==> src/rtl/jt12_kon_sched.sv <==
// Key-on write scheduler: queues register 0x28 writes, merges repeated writes to
// a channel, and hands them one at a time to the key-on shift-register block.
module jt12_kon_sched #(
    parameter int DEPTH = 4,
    parameter int TMO   = 31
) (
    input  logic       clk,
    input  logic       rst,
    input  logic       clk_en,
    input  logic       wr,
    input  logic [7:0] din,
    input  logic [1:0] next_op,
    input  logic [2:0] next_ch,
    output logic [3:0] keyon_op,
    output logic [2:0] keyon_ch,
    output logic       up_keyon,
    output logic       busy,
    output logic [3:0] level,
    output logic       ovf,
    output logic       tmo_err
);
    localparam int PW = $clog2(DEPTH);
    localparam int WW = $clog2(TMO + 1);
    localparam logic [WW-1:0] WD_LAST  = WW'(TMO - 1);
    localparam logic [3:0]    LVL_FULL = 4'(DEPTH);

    typedef enum logic [1:0] {IDLE, ISSUE, WAIT} state_t;
    state_t state;

    logic [3:0]    q_op [DEPTH];
    logic [2:0]    q_ch [DEPTH];
    logic [PW-1:0] rd_ptr, wr_ptr, hit_idx, w_idx;
    logic [WW-1:0] wd;
    logic          wr_ok, hit, pop, do_coal, do_app, do_drop;
    logic [3:0]    head_op;

    // NOTE: every signal gets a default before the search loop, so no latch is inferred.
    always_comb begin
        wr_ok   = wr && (din[1:0] != 2'b11);
        pop     = (state == IDLE) && (level != 4'd0);
        hit     = 1'b0;
        hit_idx = rd_ptr;
        for (int k = 0; k < DEPTH; k++) begin
            if ((4'(k) < level) && (q_ch[rd_ptr + PW'(k)] == din[2:0])) begin
                hit     = 1'b1;
                hit_idx = rd_ptr + PW'(k);
            end
        end
        do_coal = wr_ok && hit;
        // A pop on the same cycle frees a slot for the incoming write.
        do_app  = wr_ok && !hit && ((level != LVL_FULL) || pop);
        do_drop = wr_ok && !hit && (level == LVL_FULL) && !pop;
        w_idx   = do_coal ? hit_idx : wr_ptr;
        head_op = (do_coal && (hit_idx == rd_ptr)) ? din[7:4] : q_op[rd_ptr];
    end

    assign busy = (state != IDLE) || (level != 4'd0);

    // NOTE: queue storage is not reset; level alone says which entries are live.
    always_ff @(posedge clk) begin
        if (clk_en && (do_coal || do_app)) begin
            q_op[w_idx] <= din[7:4];
            q_ch[w_idx] <= din[2:0];
        end
    end

    always_ff @(posedge clk) begin
        if (clk_en) begin
            if (rst) begin
                state    <= IDLE;
                rd_ptr   <= '0;
                wr_ptr   <= '0;
                level    <= 4'd0;
                wd       <= '0;
                keyon_op <= 4'd0;
                keyon_ch <= 3'd0;
                up_keyon <= 1'b0;
                ovf      <= 1'b0;
                tmo_err  <= 1'b0;
            end else begin
                if (do_drop) ovf <= 1'b1;
                if (do_app)  wr_ptr <= wr_ptr + PW'(1);
                if (pop)     rd_ptr <= rd_ptr + PW'(1);
                level <= level + {3'b000, do_app} - {3'b000, pop};

                case (state)
                    IDLE: begin
                        if (pop) begin
                            keyon_op <= head_op;
                            keyon_ch <= q_ch[rd_ptr];
                            up_keyon <= 1'b1;
                            state    <= ISSUE;
                        end
                    end
                    ISSUE: begin
                        up_keyon <= 1'b0;
                        wd       <= '0;
                        state    <= WAIT;
                    end
                    WAIT: begin
                        wd <= wd + WW'(1);
                        // The op-3 slot of the issued channel is where downstream latches it.
                        if ((next_op == 2'd3) && (next_ch == keyon_ch)) begin
                            state <= IDLE;
                        end else if (wd == WD_LAST) begin
                            tmo_err <= 1'b1;
                            state   <= IDLE;
                        end
                    end
                    default: state <= IDLE;
                endcase
            end
        end
    end
endmodule

==> config.mk <==
export PLATFORM = sky130hd
export DESIGN_NAME = jt12_kon_sched
export DESIGN_NICKNAME = d
export VERILOG_FILES = /design/src/rtl/jt12_kon_sched.sv
export SDC_FILE = /design/constraint.sdc
export NUM_CORES = 1
export LEC_CHECK = 0
export BUFFER_PORTS_ARGS = -buffer_cell sky130_fd_sc_hd__buf_4
export CORE_ASPECT_RATIO = 0.6
export CORE_MARGIN = 3
export CORE_UTILIZATION = 63
export CTS_CLUSTER_SIZE = 25
export DETAILED_ROUTE_END_ITERATION = 8
export PLACE_DENSITY = 0.85
export SYNTH_ARGS = -nofsm -noshare
export SYNTH_HDL_FRONTEND = slang
export SYNTH_SLANG_ARGS = --single-unit
==> constraint.sdc <==
create_clock -name clk -period 7.3 [get_ports clk]
set_clock_uncertainty 0.2 [all_clocks]
set_input_delay 0.73 -clock clk [delete_from_list [all_inputs] [get_ports clk]]
set_output_delay 0.73 -clock clk [all_outputs]
set_load 0.01 [all_outputs]
==> run summary, run 1 <==
The run finished with clean final reports. The total inserted antenna cells is 0. The via count of the first global-routing pass is 1,863. Synthesis handed over a netlist of 220 instances.

The number of max-slew violations in the final report came out at 0. The average routed wire per standard cell came out at 18.4 um. The met2 usage is 0.344. The multi-input combinational cell area came out at 1320 um^2. The count of hold buffers inserted by post-cts repair is 0.

The library cell used most frequently in the layout, excluding fill and tap cells, is sky130_fd_sc_hd__edfxtp_1. Summing internal, switching and leakage power gives 0.789 mW. The post-synthesis register bit count is 55. The first-pass iteration count of the detailed router came out at 4. The number of different library cells used by synthesis comes to 49. The top cell types in the final layout, fill and taps aside, are 53 x sky130_fd_sc_hd__edfxtp_1, 30 x sky130_fd_sc_hd__buf_4, 21 x sky130_fd_sc_hd__nor2_1. The via-per-instance ratio is 6.06. The portion of synthesized area spent on multiplexers is 0.143.

The root buffer cell chosen for the clock tree is sky130_fd_sc_hd__clkbuf_8. The worst setup path is launched from a register. The die width is 95.7 um. The initial antenna violation count is 0. The top flip-flop cell by instance count after synthesis is sky130_fd_sc_hd__edfxtp_1.

The first-pass GRT wire length is 9.32 mm. The final estimated routing congestion in global placement came out at 0.790. The number of clock sinks is 55. The maximum fanout encountered on the critical timing path is 13. The full die area is 5730 um^2. Counting the fill cells in the layout gives 275. The final setup violation count is 0. The summed area of non-filler cells in the final layout came out at 3400 um^2. After synthesis, the largest family of logic cells by area is multiplexers. The post-detailed-placement half-perimeter wirelength is 4.17 mm. The sequential element share of the synthesized area is 0.536. The CTS tree is done. The clock latency of the later-clocked register in the worst-skew pair came out at 0.31 ns. After global routing, the most crowded layer is met2.

The number of enable-type register cells in the synthesized netlist came out at 53. After global routing the overflow that remains totals 0. The share of flip-flops with an asynchronous set or reset is 0. After clock tree synthesis, the clock-pin slew on the worst setup and hold paths is 0.10 ns. The top achievable clock speed is 259 MHz. The cell area that synthesis handed to floorplanning was 3040 um^2.

The register area came out at 1630 um^2. The total CTS buffers came out at 5. The pin count of the biggest net entering global routing is 18. The final worst-path cycle share came out at 0.529. Of the cells placed in the final design, the portion with a size suffix greater than 1 is 0.242. The category of the worst setup path capture point is a register. From bottom edge to top edge, the die measures 59.8 um. No sink is reached through more buffers than the 2 on the longest clock path. The number of max-cap violations came out at 0. The leakage dissipation came out at 1.25 nW. Across all register-to-register paths, the minimum setup slack is 3.44 ns. The number of ports placed on the die boundary is 32. Summed over all layers, the routed wires come to 5.68 mm.

At the pin with the least slew margin, the transition time is 0.824 ns. The worst relative slew slack is 0.450. The cell row count came out at 18. The post-synthesis share of cell area spent on full adders, half adders and majority gates came out at 0.0354.

The number of gates given a new drive strength after cts is 0. The core region is 4370 um^2. The final count of hold timing violations was 0. Once placement finished, the instance area stood at 3290 um^2. A synthesized cell averages 13.8 um^2. Counting I/O delays and the setup requirement, the final critical path takes 3.86 ns. The count of buffers from port buffering is 30. The critical path class is reg -> reg.

The layout overhead on the synthesized area came out at 11.9%. Prior to clock tree synthesis, the placed netlist has a worst setup slack of 3.49 ns. The smallest setup slack after layout came out at 3.44 ns. The worst voltage drop across the vdd grid came out at 0.000141 V.

Setup repair after global routing left no endpoint under its margin. The critical path data required time is 7.17 ns. The detail route stage leaves a number of antenna-violating nets equal to 0. The complex-gate fraction of the synthesized area is 0.0576. The setup TNS is 0 ns. The global-route track usage on met3 came out at 0.0503.

In this run the number of H-tree levels came out at 2. The DRC violation count after routing came out at 0. The effective utilization at floorplan came out at 0.696. The post-synthesis share of cell area spent on xor and xnor gates came out at 0.0822. The via count is 1,868. After the first detailed-routing iteration, the DRC count stood at 105. The number of nets produced by synthesis came out at 245.

For this run, global-route usage on met1 was measured as 0.322. The data arrival time of the critical path is 3.73 ns. The total global routing track utilization came out at 0.224. The worst hold path belongs to the class reg -> reg. After the last flow step, the layout net total stands at 272. The power per cell area is 232 nW/um^2. The number of warnings printed during yosys synthesis came out at 0. The simple-gate share of the synthesized area is 0.115. In this run the post-CTS setup repair buffer count came out at 0.
-- per-stage QoR --
stage | utilization | hold slack, ns | cells
detailed placement | 0.754 | 0.416 | 300
CTS | 0.779 | 0.418 | 308
global route | 0.779 | 0.416 | 308
floorplan | - | 0.379 | 220
global placement | 0.754 | 0.402 | 300
finish | 0.779 | 0.425 | 308
-- sequential cells by signal, summed over array words and instances (netlist names), named ones only --
name and count:
keyon_ch 3, tmo_err 1, keyon_op 4, state 2, q_op 16, wd 5, rd_ptr 2, level 4
wr_ptr 2, q_ch 12, up_keyon 1, ovf 1
-- kinds of logic after synthesis --
group,count (synthesis)
xor+xnor,26
compound gates,22
mux,21
buf+inv,22
simple gates,66
fa+ha+maj,8
flops,55
-- cell usage after synthesis (2+ instances only) --
| library cell | count | area share |
|---|---|---|
| sky130_fd_sc_hd__mux4_2 | 10 | 0.074 |
| sky130_fd_sc_hd__nor3_1 | 2 | 0.0033 |
| sky130_fd_sc_hd__a211oi_2 | 2 | 0.0082 |
| sky130_fd_sc_hd__mux2i_1 | 4 | 0.013 |
| sky130_fd_sc_hd__o211a_1 | 2 | 0.0066 |
| sky130_fd_sc_hd__xnor2_2 | 3 | 0.016 |
| sky130_fd_sc_hd__edfxtp_1 | 53 | 0.52 |
| sky130_fd_sc_hd__nand4_1 | 5 | 0.010 |
| sky130_fd_sc_hd__inv_1 | 12 | 0.015 |
| sky130_fd_sc_hd__clkbuf_1 | 6 | 0.0074 |
| sky130_fd_sc_hd__a21oi_1 | 6 | 0.0099 |
| sky130_fd_sc_hd__nand3_1 | 6 | 0.0099 |
| sky130_fd_sc_hd__or3_1 | 2 | 0.0041 |
| sky130_fd_sc_hd__ha_1 | 7 | 0.029 |
| sky130_fd_sc_hd__mux4_1 | 6 | 0.052 |
| sky130_fd_sc_hd__and2_1 | 6 | 0.012 |
| sky130_fd_sc_hd__xnor2_1 | 17 | 0.049 |
| sky130_fd_sc_hd__nand2b_1 | 4 | 0.0082 |
| sky130_fd_sc_hd__nor2_1 | 21 | 0.026 |
| sky130_fd_sc_hd__dfxtp_1 | 2 | 0.013 |
| sky130_fd_sc_hd__o21ai_1 | 2 | 0.0033 |
| sky130_fd_sc_hd__xor2_1 | 6 | 0.017 |
| sky130_fd_sc_hd__nand2_1 | 10 | 0.012 |
-- where the power goes --
| group | total, mW | leakage (nW) | switching (mW) | internal (mW) |
|---|---|---|---|---|
| Clock | 0.204 | 0.0558 | 0.101 | 0.104 |
| Combinational | 0.183 | 0.674 | 0.0955 | 0.0877 |
| Sequential | 0.402 | 0.517 | 0.0248 | 0.377 |
| Total | 0.789 | 1.25 | 0.221 | 0.569 |
-- per-layer routing --
metal / wire [um] / share of wire / up-vias
li1: - / - / 879
met1: 2690 / 0.47 / 930
met2: 2580 / 0.45 / 51
met3: 331 / 0.058 / 8
met4: 79 / 0.014 / 0
met5: 0 / 0 / -
-- worst max-delay path: stages, from the launching register on --
cell and delay [ns]:
sky130_fd_sc_hd__edfxtp_1 0.74, sky130_fd_sc_hd__mux4_1 0.69, sky130_fd_sc_hd__xnor2_1 0.17, sky130_fd_sc_hd__nand4_1 0.16
sky130_fd_sc_hd__nand4_2 0.26, sky130_fd_sc_hd__or2_1 0.31, sky130_fd_sc_hd__nand2b_1 0.16, sky130_fd_sc_hd__o21ai_1 0.13
sky130_fd_sc_hd__ha_1 0.18, sky130_fd_sc_hd__inv_1 0.05, sky130_fd_sc_hd__fa_1 0.37, sky130_fd_sc_hd__xor2_1 0.14
sky130_fd_sc_hd__nor2_1 0.05
-- path summary, 6_finish.rpt --
kind	startpoint	cells past startpoint	to
worst max-delay path	rd_ptr[0]	12	level[2]
worst min-delay path	wd[0]	1	wd[0]
worst max register to register	rd_ptr[0]	12	level[2]
worst min register to register	wd[0]	1	wd[0]
-- final cells by class --
| class | instances | area share |
|---|---|---|
| Tap cell | 60 | 0.0221 |
| Clock inverter | 2 | 0.0114 |
| Multi-Input combinational cell | 143 | 0.387 |
| Timing Repair Buffer | 30 | 0.0662 |
| Inverter | 12 | 0.0132 |
| Clock buffer | 6 | 0.0213 |
| Sequential cell | 55 | 0.479 |
No activity file was read; power rests on OpenSTA's default activity.
==> inputs of run 2 (changes only) <==
--- a/config.mk
+++ b/config.mk
@@ -8,10 +8,10 @@
 export BUFFER_PORTS_ARGS = -buffer_cell sky130_fd_sc_hd__buf_4
 export CORE_ASPECT_RATIO = 0.6
 export CORE_MARGIN = 3
-export CORE_UTILIZATION = 63
+export CORE_UTILIZATION = 53
 export CTS_CLUSTER_SIZE = 25
 export DETAILED_ROUTE_END_ITERATION = 8
-export PLACE_DENSITY = 0.85
+export PLACE_DENSITY = 0.76
 export SYNTH_ARGS = -nofsm -noshare
 export SYNTH_HDL_FRONTEND = slang
 export SYNTH_SLANG_ARGS = --single-unit
==> constraint.sdc (replaced) <==
create_clock -name clk -period 3.2 [get_ports clk]
set_clock_uncertainty 0.2 [all_clocks]
set_input_delay 0.32 -clock clk [delete_from_list [all_inputs] [get_ports clk]]
set_output_delay 0.32 -clock clk [all_outputs]
set_load 0.01 [all_outputs]
==> run 2 against run 1 <==
Critical path depth stayed put. Global-route usage is 1.5 points lower. The run now ends with setup timing left. Wire length is 14% higher. Clock-buffer cell count is 1 higher. Final cell count is 14% higher. Fmax is 16% higher.
==> run summary, run 2 (synthesis results as in run 1) <==
The full die area is 6720 um^2 (+17%). The clock latency of the later-clocked register in the worst-skew pair came to 0.32 ns (about the same). The proportion of layout cells with a drive suffix above 1 is 0.376 (+0.134). The y dimension of the die came out at 64.7 um (+8.1%).

The starting DRC count in detailed routing is 169 (+61%). The first-pass GRT wire length came out at 10.8 mm (+16%). The final estimated routing congestion in global placement came out at 0.825 (+4.4%).

The library cell used most frequently in the layout, excluding fill and tap cells, is sky130_fd_sc_hd__edfxtp_1. The power consumption is 1.87 mW (+140%). The first-pass iteration count of the detailed router came to 4 (unchanged). CTS placed an instance of sky130_fd_sc_hd__clkbuf_8 at the clock tree root.

Among cell families on the critical path, the largest total delay comes from simple AND/OR/NAND/NOR gates. The slew at the pin closest to its max-slew limit is 0.804 ns (-0.0196 ns). The worst voltage drop across the vdd grid is 0.000305 V (+120%). Traced cell by cell, the critical path runs through buf_4 -> mux4_2 -> xnor2_1 -> nand4_1 -> nand4_4 -> or2_1 -> nand2b_4 -> o21ai_2 -> ha_2 -> inv_2 -> fa_2 -> nor2_1. The flow ran to the end, but the final reports show violations. The post-detailed-placement half-perimeter wirelength was 4.74 mm (+13%). The setup TNS came out at -2.18 ns (-2.18 ns). The die width came out at 104 um (+8.5%).

The startpoint identified for the worst register-to-register timing path is rd_ptr[1]. The number of stages on the worst hold path came out at 1 (unchanged). In the final layout, the registers with the most flip-flops are q_op: 16 flops, q_ch: 12 flops, wd: 5 flops. The average routed wire per standard cell is 18.5 um (+0.44%). The setup path with the least slack is of type reg -> reg. The library cells used most frequently in the layout, excluding fill and tap cells, are 53 x sky130_fd_sc_hd__edfxtp_1, 49 x sky130_fd_sc_hd__buf_4, 21 x sky130_fd_sc_hd__nor2_1. The cell row count was 20 (+2). The clock group share of total power came out at 0.218 (-0.041). The reg-to-reg critical path endpoint is level[1]. The power share of the sequential group is 0.481 (-0.028). The top achievable clock speed is 299 MHz (+16%). The final setup violation count is 31 (+31). The post-layout net count is 298 (+9.6%). The path depth of the worst reg2reg path came out at 12 (unchanged). The combinational cell fraction of total power is 0.301 (+0.069). Counting flops per register, the top entry is q_op. The post-detailed-route count of antenna-violating nets is 0 (unchanged). The worst-path cell with the longest stage delay is sky130_fd_sc_hd__fa_2. The core outline area came out at 5310 um^2 (+21%). The total inserted antenna cells came out at 0 (unchanged). The number of max-slew violations in the final report was 0 (unchanged). The number of ports placed on the die boundary is 32 (unchanged). The delay of the slowest critical-path stage came out at 0.51 ns (-0.23 ns). The smallest setup slack after layout is -0.139 ns (-3.58 ns). The post-detailed-routing wire length came out at 6.50 mm (+14%).

TritonCTS built the clock tree. The leakage dissipation was 1.40 nW (+12%). The internal cell power came out at 1.32 mW (+130%). The H-tree depth reported by CTS came out at 2 (unchanged). The placement-stage cell area is 3530 um^2 (+7.2%). The number of clock sinks is 55 (unchanged). The data arrival time of the critical path came to 3.22 ns (-0.51 ns). The minimum clock period came out at 3.34 ns (-0.524 ns). The worst hold path belongs to the class in -> reg. The count of hold buffers inserted by post-cts repair is 0 (unchanged).

The number of flip-flops in the largest register is 16 (unchanged). The via count is 1,998 (+7.0%). The via-per-instance ratio is 5.69 (-6.1%). The effective utilization at floorplan is 0.574 (-0.123). The DRC violation count after routing is 0 (unchanged).

The total CTS buffers came out at 5 (unchanged). The number of fill cells in the layout is 377 (+37%). Compared with the post-synthesis result, the final layout area differs by 22.7%. In this run the most critical hold path is launched from din[5]. The register area came out at 1630 um^2 (unchanged). The post-CTS clock slew at the launch and capture registers of the worst setup and hold paths came out at 0.09 ns (about the same). The power per cell area is 501 nW/um^2 (+120%). The smallest hold slack came out at 0.00815 ns (-0.417 ns). The initial antenna violation count is 0 (unchanged). The path with the worst hold slack has its endpoint at q_op[3][1].

The worst relative slew slack came out at 0.459 (+0.00925). The number of buffers and inverters on the critical path came out at 2 (+1). The final count of hold timing violations is 0 (unchanged). The register-to-register setup slack was -0.14 ns (-3.58 ns). The fraction of power spent switching nets is 0.293 (+0.0134). The count of buffers from port buffering came to 30 (unchanged). The summed area of non-filler cells in the final layout came out at 3730 um^2 (+9.7%). The total overflow reported by the global router was 0 (unchanged).

The net switching component of the power is 0.548 mW (+150%). The number of max-cap violations is 0 (unchanged). The buffer depth of the longest clock path is 2 (unchanged). The category of the worst setup path capture point is a register. Setup repair after global routing could not meet its margin everywhere.

The pin count of the biggest net entering global routing was 18 (unchanged). The critical path data required time came out at 3.08 ns (-4.09 ns). The via count of the first global-routing pass is 2,037 (+9.3%). The final worst-path cycle share is 1.04 (+0.514). The multi-input combinational cell area was 1390 um^2 (+5.2%).

The maximum fanout encountered on the critical timing path came out at 3 (-10). The final reports fail on setup timing. The worst slack at placement is -0.166 ns (-3.65 ns).

The total global routing track utilization is 0.209 (-0.0146). The worst setup path is launched from a register.
run 2: cell types whose count changed in the layout (fill, tap and decap cells not counted), sizes merged:
cell    previous run  this run
bufinv             1         0
clkbuf             6         7
buf               30        56
run 2: worst max path at each step:
stage	startpoint	end	slack, ns	cells after the start
CTS	rd_ptr[0]	level[1]	-0.1	12
detailed placement	rd_ptr[1]	level[2]	-0.17	12
floorplan	rd_ptr[0]	level[2]	-0.07	13
global route	rd_ptr[1]	level[2]	-0.21	13
global placement	rd_ptr[1]	level[2]	-0.1	12
finish	rd_ptr[1]	level[1]	-0.14	12
run 2: final cells by class:
type,instances,share of cell area
clock buffers,7,0.0231
clock inverters,1,0.00235
multi-input cells,143,0.371
flip-flops and latches,55,0.437
repair buffers,56,0.129
inverters,12,0.0121
well taps,77,0.0258
run 2: power groups by stage:
stage                     Sequential [mW]  Clock [mW]  Combinational, mW
after floorplan                     0.915           0              0.317
after global placement              0.913           0              0.490
after detailed placement            0.917           0              0.505
after CTS                           0.899       0.416              0.535
after global routing                0.906       0.446              0.619
final                               0.900       0.407              0.564
run 2: worst reg2reg max path, cell delays in order (launching register included):
cell and delay [ns]:
sky130_fd_sc_hd__edfxtp_1 0.47, sky130_fd_sc_hd__buf_4 0.17, sky130_fd_sc_hd__mux4_2 0.50, sky130_fd_sc_hd__xnor2_1 0.15, sky130_fd_sc_hd__nand4_1 0.18, sky130_fd_sc_hd__nand4_4 0.11
sky130_fd_sc_hd__or2_1 0.25, sky130_fd_sc_hd__nand2b_4 0.15, sky130_fd_sc_hd__o21ai_2 0.12, sky130_fd_sc_hd__ha_2 0.19, sky130_fd_sc_hd__inv_2 0.04, sky130_fd_sc_hd__fa_2 0.51
sky130_fd_sc_hd__nor2_1 0.04
run 2: what timing repair did:
item	4_1_cts	5_1_grt
pin swaps	6	7
setup buffers	4	1
gates resized for setup	15	7
setup endpoints to repair	17	31
run 2: routing by layer:
metal	vias to the layer above	global-route usage	part of all wire
met4	0	0.0846	0.015
met5	-	0	0
met1	982	0.300	0.45
met3	9	0.0587	0.082
met2	79	0.303	0.45
li1	928	-	-
run 2: stage by stage:
step | std cells | utilization
floorplan | 220 | -
global placement | 338 | 0.666
detailed placement | 338 | 0.666
CTS | 350 | 0.693
global route | 351 | 0.704
finish | 351 | 0.704
